**src/rtl/prf_free_list_alloc_pkg.sv**
```systemverilog
// Shared sizing defaults and FSM state type for the PRF free-list allocator.
`ifndef N
`define N 3
`endif
`ifndef PRF_NUM_ENTRIES
`define PRF_NUM_ENTRIES 64
`endif
`ifndef PRF_NUM_INDEX_BITS
`define PRF_NUM_INDEX_BITS 6
`endif
`ifndef RAT_SIZE
`define RAT_SIZE 32
`endif

package prf_free_list_alloc_pkg;

    localparam int unsigned FlSlots      = `N;
    localparam int unsigned FlPrfEntries = `PRF_NUM_ENTRIES;
    localparam int unsigned FlIdxW       = `PRF_NUM_INDEX_BITS;
    localparam int unsigned FlArchRegs   = `RAT_SIZE;

    // RUN allocates normally; RECOVER is the single dead cycle after a nuke reload.
    typedef enum logic [0:0] {
        StRun     = 1'b0,
        StRecover = 1'b1
    } fl_state_e;

endpackage

```
**src/rtl/free_list_psel.sv**
```systemverilog
// One stage of the allocation chain: picks the lowest set bit of the candidate
// vector when enabled and hands the vector, with that bit removed, to the next stage.
module free_list_psel #(
    parameter int unsigned ENTRIES = 64,
    parameter int unsigned IDX_W   = 6
) (
    input  logic               en_i,
    input  logic [ENTRIES-1:0] cand_i,
    output logic               found_o,
    output logic [IDX_W-1:0]   idx_o,
    output logic [ENTRIES-1:0] cand_o
);

    // Lowest-index search; scanning downward lets the last hit win.
    always_comb begin
        found_o = 1'b0;
        idx_o   = '0;
        for (int i = ENTRIES - 1; i >= 0; i--) begin
            if (en_i && cand_i[i]) begin
                found_o = 1'b1;
                idx_o   = IDX_W'(i);
            end
        end
        cand_o = cand_i;
        if (found_o) begin
            cand_o[idx_o] = 1'b0;
        end
    end

endmodule

```
**src/rtl/prf_free_list_alloc.sv**
```systemverilog
// Physical register free list with N-wide zero-latency allocation, retire frees
// and nuke recovery from the RRAT free vector.
// Optional feature: define FREE_LIST_BYPASS_EN to make same-cycle frees grantable.
module prf_free_list_alloc
    import prf_free_list_alloc_pkg::*;
#(
    parameter int unsigned N           = FlSlots,
    parameter int unsigned PRF_ENTRIES = FlPrfEntries,
    parameter int unsigned ARCH_REGS   = FlArchRegs,
    parameter int unsigned IDX_W       = FlIdxW
) (
    input  logic                      clock,
    input  logic                      reset_n,
    input  logic                      nuke,
    input  logic [PRF_ENTRIES-1:0]    restore_free,
    input  logic [PRF_ENTRIES-1:0]    free_vec,
    input  logic [N-1:0]              req,
    output logic [N-1:0][IDX_W-1:0]   grant_idx,
    output logic [N-1:0]              grant_valid,
    output logic                      stall,
    output logic [PRF_ENTRIES-1:0]    free_list,
    output logic [IDX_W:0]            free_count
);

    // Entries above the architectural set start free; entry 0 is never free.
    localparam logic [PRF_ENTRIES-1:0] ResetFree =
        ~((PRF_ENTRIES'(1) << ARCH_REGS) - PRF_ENTRIES'(1)) & ~PRF_ENTRIES'(1);

    fl_state_e                state_q, state_d;
    logic [PRF_ENTRIES-1:0]   free_q, free_d;
    logic [PRF_ENTRIES-1:0]   avail;
    logic [PRF_ENTRIES-1:0]   grant_mask;
    logic [PRF_ENTRIES-1:0]   cand [N+1];
    logic [N-1:0]             found;
    logic [N-1:0][IDX_W-1:0]  sel_idx;
    logic [IDX_W:0]           avail_count, req_count, free_cnt;
    logic                     grant_en;

    // Candidate vector for allocation, optionally including this cycle's frees.
    always_comb begin
        avail = free_q;
`ifdef FREE_LIST_BYPASS_EN
        avail = avail | free_vec;
`endif
        avail[0] = 1'b0;
    end

    // Population counts for the all-or-nothing check and the free_count output.
    always_comb begin
        avail_count = '0;
        free_cnt    = '0;
        req_count   = '0;
        for (int i = 0; i < PRF_ENTRIES; i++) begin
            avail_count = avail_count + (IDX_W+1)'(avail[i]);
            free_cnt    = free_cnt + (IDX_W+1)'(free_q[i]);
        end
        for (int k = 0; k < N; k++) begin
            req_count = req_count + (IDX_W+1)'(req[k]);
        end
    end

    assign cand[0] = avail;

    for (genvar k = 0; k < N; k++) begin : g_slot
        free_list_psel #(
            .ENTRIES (PRF_ENTRIES),
            .IDX_W   (IDX_W)
        ) u_psel (
            .en_i    (req[k]),
            .cand_i  (cand[k]),
            .found_o (found[k]),
            .idx_o   (sel_idx[k]),
            .cand_o  (cand[k+1])
        );
    end

    // Grants only in RUN, never during a nuke, and only if every request fits.
    always_comb begin
        grant_en = (state_q == StRun) && !nuke && (req_count <= avail_count);
        stall    = (|req) && !grant_en;
        for (int k = 0; k < N; k++) begin
            grant_valid[k] = found[k] && grant_en;
            grant_idx[k]   = grant_valid[k] ? sel_idx[k] : '0;
        end
        // Bits the chain consumed are exactly the granted entries.
        grant_mask = grant_en ? (cand[0] & ~cand[N]) : '0;
    end

    // Next free vector and state; grants win over a same-cycle free of the same entry.
    always_comb begin
        if (nuke) begin
            free_d  = restore_free;
            state_d = StRecover;
        end else begin
            free_d  = (free_q | free_vec) & ~grant_mask;
            state_d = StRun;
        end
        free_d[0] = 1'b0;
    end

    // State registers; reset aborts any allocation in flight.
    always_ff @(posedge clock or negedge reset_n) begin
        if (!reset_n) begin
            free_q  <= ResetFree;
            state_q <= StRun;
        end else begin
            free_q  <= free_d;
            state_q <= state_d;
        end
    end

    assign free_list  = free_q;
    assign free_count = free_cnt;

endmodule

```
**config.mk**
```make
export PLATFORM = sky130hd
export DESIGN_NAME = prf_free_list_alloc
export DESIGN_NICKNAME = d
export VERILOG_FILES = /design/src/rtl/prf_free_list_alloc_pkg.sv /design/src/rtl/free_list_psel.sv /design/src/rtl/prf_free_list_alloc.sv
export SDC_FILE = /design/constraint.sdc
export NUM_CORES = 1
export LEC_CHECK = 0
export BUFFER_PORTS_ARGS = -buffer_cell sky130_fd_sc_hd__buf_2
export CORE_ASPECT_RATIO = 1.1
export CORE_UTILIZATION = 63
export DETAILED_ROUTE_END_ITERATION = 7
export GPL_ROUTABILITY_DRIVEN = 1
export MAX_ROUTING_LAYER = met4
export PLACE_DENSITY = 0.95
export SLEW_MARGIN = 40
export SYNTH_ARGS = -nofsm -noshare
export SYNTH_HDL_FRONTEND = slang
export SYNTH_SLANG_ARGS = --single-unit
```
**constraint.sdc**
```tcl
create_clock -name clock -period 18.6 [get_ports clock]
set_input_delay 3.72 -clock clock [delete_from_list [all_inputs] [get_ports clock]]
set_output_delay 3.72 -clock clock [all_outputs]
set_load 0.01 [all_outputs]
```
==> impl_metrics.toml, run 1 <==
[logic_synthesis]
ys_seq_area_frac = 0.1398
synth_cell_types = 116
yosysWarnings = 0
syn_inst = 1576
ys.flop_type = "dfstp_2"
synth.area.top_cells = "fa_1 (9.2%), dfstp_2 (7.2%), dfrtp_1 (6.8%)"
syn_area_per_cell_um2 = 7.453
synth_top_area_frac = 0.09203
ys_seq_elements = 64
synth_nets = 1781
syn_area_mm2 = 0.01175
async_flop_share = 1.000
synth_top_cell_by_area = "fa_1"
synth_edf_count = 0

[placement]
pre_cts_ws_ps = 3151
port-buffer-count = 223
place_hpwl_um = 42270
place_congestion = 1.376

[status]
status = "did not finish"
first-error = "[ERROR GRT-0116] Global routing finished with congestion. Check the congestion regions in the DRC Viewer."
haltStage = "5_1_grt"

[cts]
post-cts-setup-buffer-count = 0
clock-sinks = 64
cts.repair.resized = 0
cts_buffers = 9
clockBufferDepth = 2
root_buffer = "clkbuf_16"
h-tree-depth = 3
ctsHoldBuffers = 0

[grt]
grt_pass1_wl_um = 90720
grt_max_degree = 94
grt_use_total = 0.6332
grt_pass1_vias = 16300
globalRouteOverflowTotal = 4

[floorplanning]
rows = 52
start_util = 0.6402
die_w_um = 132.2
io_pins = 227
chipHeight_um = 145.2
-- routing by layer --
metal | track usage | overflow
met1 | 0.6682 | 0
met2 | 0.7741 | 3
met5 | - | -
met3 | 0.4577 | 0
met4 | 0.5253 | 1
-- synth_stat cells (16+ instances only) --
master	count
nor2_1	168
inv_1	101
a21oi_1	95
nand2_1	87
clkbuf_1	85
o21ai_0	85
fa_1	54
nor3_1	54
a211oi_1	49
a31oi_1	43
nand3_1	43
o211ai_1	36
o31ai_1	34
or3_1	34
dfrtp_1	32
dfstp_2	32
nand2b_1	26
a21o_1	23
o41ai_1	21
nor4_1	20
buf_2	19
a41oi_1	18
nand4_1	18
o31a_1	18
ha_1	17
o21a_1	16
-- cell families after synthesis --
kind of cell | share of synthesized area
AND/OR/NAND/NOR | 0.2494
other | 0.0003193
multiplexers | 0.005220
AO/OA/AOI/OAI | 0.4159
flip-flops | 0.1398
buffers and inverters | 0.07456
XOR/XNOR | 0.002983
adder cells (fa/ha/maj) | 0.1120
-- stage by stage --
| step | cell area, µm² | utilization | std cells | hold WS (ps) |
|---|---|---|---|---|
| after floorplan | 11750 | - | 1576 | 617.0 |
| after global placement | 12790 | 0.6973 | 1939 | 631.9 |
| after detailed placement | 12810 | 0.6984 | 1939 | 639.8 |
| after CTS | 13100 | 0.7138 | 1955 | 653.1 |
==> run 2, diff against run 1 <==
--- a/config.mk
+++ b/config.mk
@@ -6,12 +6,10 @@
 export NUM_CORES = 1
 export LEC_CHECK = 0
 export BUFFER_PORTS_ARGS = -buffer_cell sky130_fd_sc_hd__buf_2
-export CORE_ASPECT_RATIO = 1.1
-export CORE_UTILIZATION = 63
+export CORE_UTILIZATION = 40
 export DETAILED_ROUTE_END_ITERATION = 7
 export GPL_ROUTABILITY_DRIVEN = 1
-export MAX_ROUTING_LAYER = met4
-export PLACE_DENSITY = 0.95
+export PLACE_DENSITY_LB_ADDON = 0.15
 export SLEW_MARGIN = 40
 export SYNTH_ARGS = -nofsm -noshare
 export SYNTH_HDL_FRONTEND = slang
==> run 2 against run 1 <==
Compared with the run above: the flow now finishes without violations; synthesized cell count unchanged; synthesized area unchanged.
==> impl_metrics.toml, run 2 <==
[cts]
ctsHoldBuffers = 0
clock_latency_ps = 360
cts.repair.resized = 0
clock-sinks = 64
cts_buffers = 9
root_buffer = "clkbuf_16"
h-tree-depth = 3
post-cts-setup-buffer-count = 0
cts_tree = "yes"
clockBufferDepth = 2
clk_pin_slew_ps = 60

[logic_synthesis]
synth_cell_types = 116
synth_top_area_frac = 0.09203
synth.area.top_cells = "fa_1 (9.2%), dfstp_2 (7.2%), dfrtp_1 (6.8%)"
async_flop_share = 1.000
synth_nets = 1781
synth_common_cells = "nor2_1 (168), inv_1 (101), a21oi_1 (95)"
syn_area_per_cell_um2 = 7.453
ys_seq_elements = 64
syn_area_mm2 = 0.01175
synth_most_common_cell = "nor2_1"
ys.flop_type = "dfstp_2"
syn_inst = 1576
synth_top_cell_by_area = "fa_1"
synth_edf_count = 0
yosysWarnings = 0
ys_seq_area_frac = 0.1398

[setup_path]
crit_family = "compound AO/OA/AOI/OAI gates"
cp-end-kind = "primary output"
startpoint_type = "input port"
crit_type = "input port to primary output"
slowest_delay_ps = 930
crit_required_ps = 14880
path_max_fanout = 40
slowest_stage = "o31ai_1"
cp.arrival_ps = 12660
crit_chain = "buf_2 > buf_4 > clkinv_1 > a21oi_1 > nor3_2 > o31ai_4 > nand3_1 > o31ai_1 > a41o_1 > o311ai_2 > a311o_2 > o211ai_2 > o211ai_1 > buf_4 > o21ai_0 > a21boi_0 > nand4bb_1 > o41a_1 > o21ai_0 > inv_1 > and2_1 > buf_2"
crit_buf_inv = 6

[timing]
setup_tns_ps = 0
setup_violations = 0
min_period_ps = 16380
worst_slack_ps = 2216
fin_worst_skew_ps = 12.86
fmax_ghz = 0.06104
fin_crit_sh = 0.8808
rsz0062_at_grt = "no"
worst_pin_slew_ps = 958.6
relSlewSlack = 0.3542
finalMaxSlewViolations = 0
hold_violations = 0

[drt]
vias_per_cell = 7.049
drt_iter0_drc = 2052
wire_per_inst_um = 30.93
finalWirelength_um = 65510
drc = 0
num_vias = 14930
firstDrtPassIters = 6
antenna_left = 0

[floorplanning]
rows = 62
start_util = 0.4081
core_mm2 = 0.02878
io_pins = 227
die_w_um = 173.4
die_area_mm2 = 0.03006
chipHeight_um = 173.4

[grt]
grt_max_degree = 86
grt_use_total = 0.4247
grt_pass1_vias = 13810
antenna_found_initial = 5
globalRouteOverflowTotal = 0
grt_pass1_wl_um = 94010

[status]
status = "finished clean"

[worst_hold_path]
min_path_type = "register to register"

[placement]
place_hpwl_um = 52500
pre_cts_ws_ps = 2766
port-buffer-count = 223
place_congestion = 1.056

[final_layout]
largest_reg_flops = 63
drive_gt1_frac = 0.2309
final_cell_mix = "buf_2 (223), nor2_1 (167), inv_1 (101), a21oi_1 (94), nand2_1 (87)"
nFillCells = 3012
syn_to_final_growth_pct = 15.34
layout_commonest_cell = "buf_2"
finalNetCount = 1932

[job]
maxCapViolations = 0
-- run 2: cell counts after synthesis --
Identical to the previous run, type by type.
-- run 2: stage by stage --
stage	hold slack (ps)	utilization	cells	instance area, µm²
after floorplan	617.0	-	1576	11750
after global placement	612.1	0.4558	2099	13120
after detailed placement	626.8	0.4584	2100	13190
after CTS	639.7	0.4690	2116	13500
after global routing	642.5	0.4706	2116	13540
final	636.9	0.4707	2118	13550
-- run 2: worst paths after layout --
path	end	slack, ps	depth (start not counted)	from
setup / recovery	grant_idx[13]	2220	22	req[0]
hold / removal	free_list[53]$_DFF_PN1_	640	1	free_list[53]$_DFF_PN1_
setup reg to reg	free_list[3]$_DFF_PN0_	8960	20	free_list[1]$_DFF_PN0_
hold reg to reg	free_list[53]$_DFF_PN1_	640	1	free_list[53]$_DFF_PN1_
max in group asynchronous	free_list[7]$_DFF_PN0_	14660	2	reset_n
min in group asynchronous	free_list[11]$_DFF_PN0_	3470	2	reset_n
-- run 2: routing by layer --
layer	vias up	part of all wire	track usage
met5	-	0.00069	0
met4	6	0.078	0.2810
met3	228	0.093	0.07303
met2	1034	0.44	0.6632
met1	7223	0.39	0.5389
li1	6438	-	-
-- run 2: area by class of cell --
cell class | count | area (µm²) | share of cell area
flip-flops and latches | 64 | 1642 | 0.1212
diodes | 2 | 5.005 | 0.0003694
inverters | 102 | 382.9 | 0.02826
clock inverters | 7 | 77.57 | 0.005726
well taps | 384 | 480.5 | 0.03546
repair buffers | 257 | 1375 | 0.1015
clock buffers | 9 | 225.2 | 0.01662
multi-input cells | 1293 | 9360 | 0.6909
-- run 2: logic make-up (layout without fill, tap and decap cells) --
group,count (synthesis),in the layout,share of synthesized area
compound gates,647,647,0.4159
simple gates,562,562,0.2494
buf+inv,219,375,0.07456
fa+ha+maj,73,73,0.1120
flops,64,64,0.1398
mux,6,6,0.005220
xor+xnor,4,4,0.002983
other cells,1,3,0.0003193
Power of run 2 is not shown: default switching activity piles up to over one toggle a cycle in this logic, so the estimate is an artifact.
==> run 3, diff against run 2 <==
--- a/config.mk
+++ b/config.mk
@@ -6,6 +6,8 @@
 export NUM_CORES = 1
 export LEC_CHECK = 0
 export BUFFER_PORTS_ARGS = -buffer_cell sky130_fd_sc_hd__buf_2
+export CELL_PAD_IN_SITES_DETAIL_PLACEMENT = 0
+export CELL_PAD_IN_SITES_GLOBAL_PLACEMENT = 1
 export CORE_UTILIZATION = 40
 export DETAILED_ROUTE_END_ITERATION = 7
 export GPL_ROUTABILITY_DRIVEN = 1
==> constraint.sdc (replaced) <==
create_clock -name clock -period 17.5 [get_ports clock]
set_input_delay 3.5 -clock clock [delete_from_list [all_inputs] [get_ports clock]]
set_output_delay 3.5 -clock clock [all_outputs]
set_load 0.01 [all_outputs]
==> run 3 against run 2 <==
Compared with the run above: cell count unchanged; wire length up 9.7%; non-clock buffer count up 2; register-to-register slack worse by 710 ps; via count up 4.1%; worst hold slack better by 81 ps; critical path type unchanged; critical endpoint unchanged; largest cell class unchanged.
==> impl_metrics.toml, run 3 (synthesis gave the netlist of run 2 again) <==
[timing]
fmax_ghz = 0.06663
min_period_ps = 15010
fin_worst_skew_ps = 7.441
worst_pin_slew_ps = 983.3
hold_violations = 0
finalMaxSlewViolations = 0
rsz0062_at_grt = "no"
fin_crit_sh = 0.8576
setup_tns_ps = 0
setup_violations = 0
relSlewSlack = 0.3388

[drt]
wire_per_inst_um = 33.93
num_vias = 15550
vias_per_cell = 7.341
drt_iter0_drc = 2291
firstDrtPassIters = 5
drc = 0
finalWirelength_um = 71860
antenna_left = 0

[cts]
root_buffer = "clkbuf_16"
clock_latency_ps = 340
ctsHoldBuffers = 0
h-tree-depth = 3
clock-sinks = 64
cts_buffers = 9
cts_tree = "yes"
clockBufferDepth = 2
post-cts-setup-buffer-count = 0
cts.repair.resized = 0
clk_pin_slew_ps = 60

[worst_hold_path]
min_path_type = "register to register"
hold_depth = 1

[floorplanning]
rows = 62
start_util = 0.4081
chipHeight_um = 173.4
die_area_mm2 = 0.03006
core_mm2 = 0.02878
io_pins = 227
die_w_um = 173.4

[setup_path]
slowest_stage = "o31ai_1"
path_max_fanout = 40
crit_required_ps = 14000
cp-end-kind = "primary output"
crit_chain = "buf_2 > nor3b_1 > o311a_1 > a221oi_1 > buf_2 > o311ai_2 > nand3_2 > o31ai_1 > a41o_1 > o311ai_2 > a311o_2 > o211ai_2 > o211ai_1 > buf_4 > o21ai_0 > a21boi_0 > nand4bb_1 > o41a_1 > o21ai_0 > inv_1 > and2_1 > buf_2"
crit_top_cell = "buf_2"
startpoint_type = "input port"
slowest_delay_ps = 770
cp.arrival_ps = 11510
crit_type = "input port to primary output"
worst_r2r_path_depth = 18

[final_layout]
n_antenna_cell = 0
drive_gt1_frac = 0.2266
final_cell_mix = "buf_2 (223), nor2_1 (167), inv_1 (101), a21oi_1 (94), nand2_1 (87)"
finalNetCount = 1934
largest_reg_flops = 63
layout_commonest_cell = "buf_2"
syn_to_final_growth_pct = 14.98
nFillCells = 3015

[grt]
grt_pass1_wl_um = 100800
antenna_found_initial = 1
grt_pass1_vias = 14290
grt_max_degree = 83
globalRouteOverflowTotal = 0
grt_use_total = 0.4643

[job]
maxCapViolations = 0

[placement]
place_hpwl_um = 55400
place_congestion = 1.101
port-buffer-count = 223

[status]
status = "finished clean"
run 3: changes by cell type in the layout (fill, tap and decap cells not counted), sizes merged:
cell,delta
inv,-2
diode,-2
buf,+2
clkinv,-2
bufinv,-1
clkinvlp,+2
clkbuf,+3
run 3: metrics by stage:
step	cells	setup WS (ps)	hold WS, ps	util	instance area [µm²]
finish	2118	2492	717.8	0.4693	13510
detailed placement	2102	2810	676.8	0.4585	13200
global placement	2100	2483	675.5	0.4559	13120
CTS	2118	2781	691.8	0.4687	13490
floorplan	1576	5284	617.0	-	11750
global route	2118	2273	743.6	0.4693	13510
run 3: final cells by class:
cell class,count,area [µm²],share of cell area
timing repair buffer,259,1399,0.1036
multi-input combinational,1293,9308,0.6892
sequential,64,1642,0.1215
inverter,102,382.9,0.02835
clock inverter,4,27.53,0.002038
clock buffer,12,266.5,0.01973
tap,384,480.5,0.03558
run 3: final timing paths:
check,end,start,slack (ps)
worst max-delay path,grant_idx[13],req[0],2490
max in group asynchronous,free_list[43]$_DFF_PN1_,reset_n,13660
worst min register to register,free_list[53]$_DFF_PN1_,free_list[53]$_DFF_PN1_,720
worst min-delay path,free_list[53]$_DFF_PN1_,free_list[53]$_DFF_PN1_,720
min in group asynchronous,free_list[28]$_DFF_PN0_,reset_n,3230
worst max register to register,free_list[13]$_DFF_PN0_,free_list[6]$_DFF_PN0_,8250
run 3: worst max-delay path, delay by kind of cell:
kind / cells / cell delay (ps)
simple gates: 4 / 1440
compound gates: 13 / 5270
buf+inv: 5 / 1280
run 3: per-layer routing:
layer / wire length, µm / vias up / track usage
li1: - / 6436 / -
met1: 26850 / 7506 / 0.5840
met2: 31000 / 1281 / 0.7142
met3: 8024 / 323 / 0.09825
met4: 5967 / 2 / 0.3149
met5: 11 / - / 0
Power of run 3 is left out for the same reason.
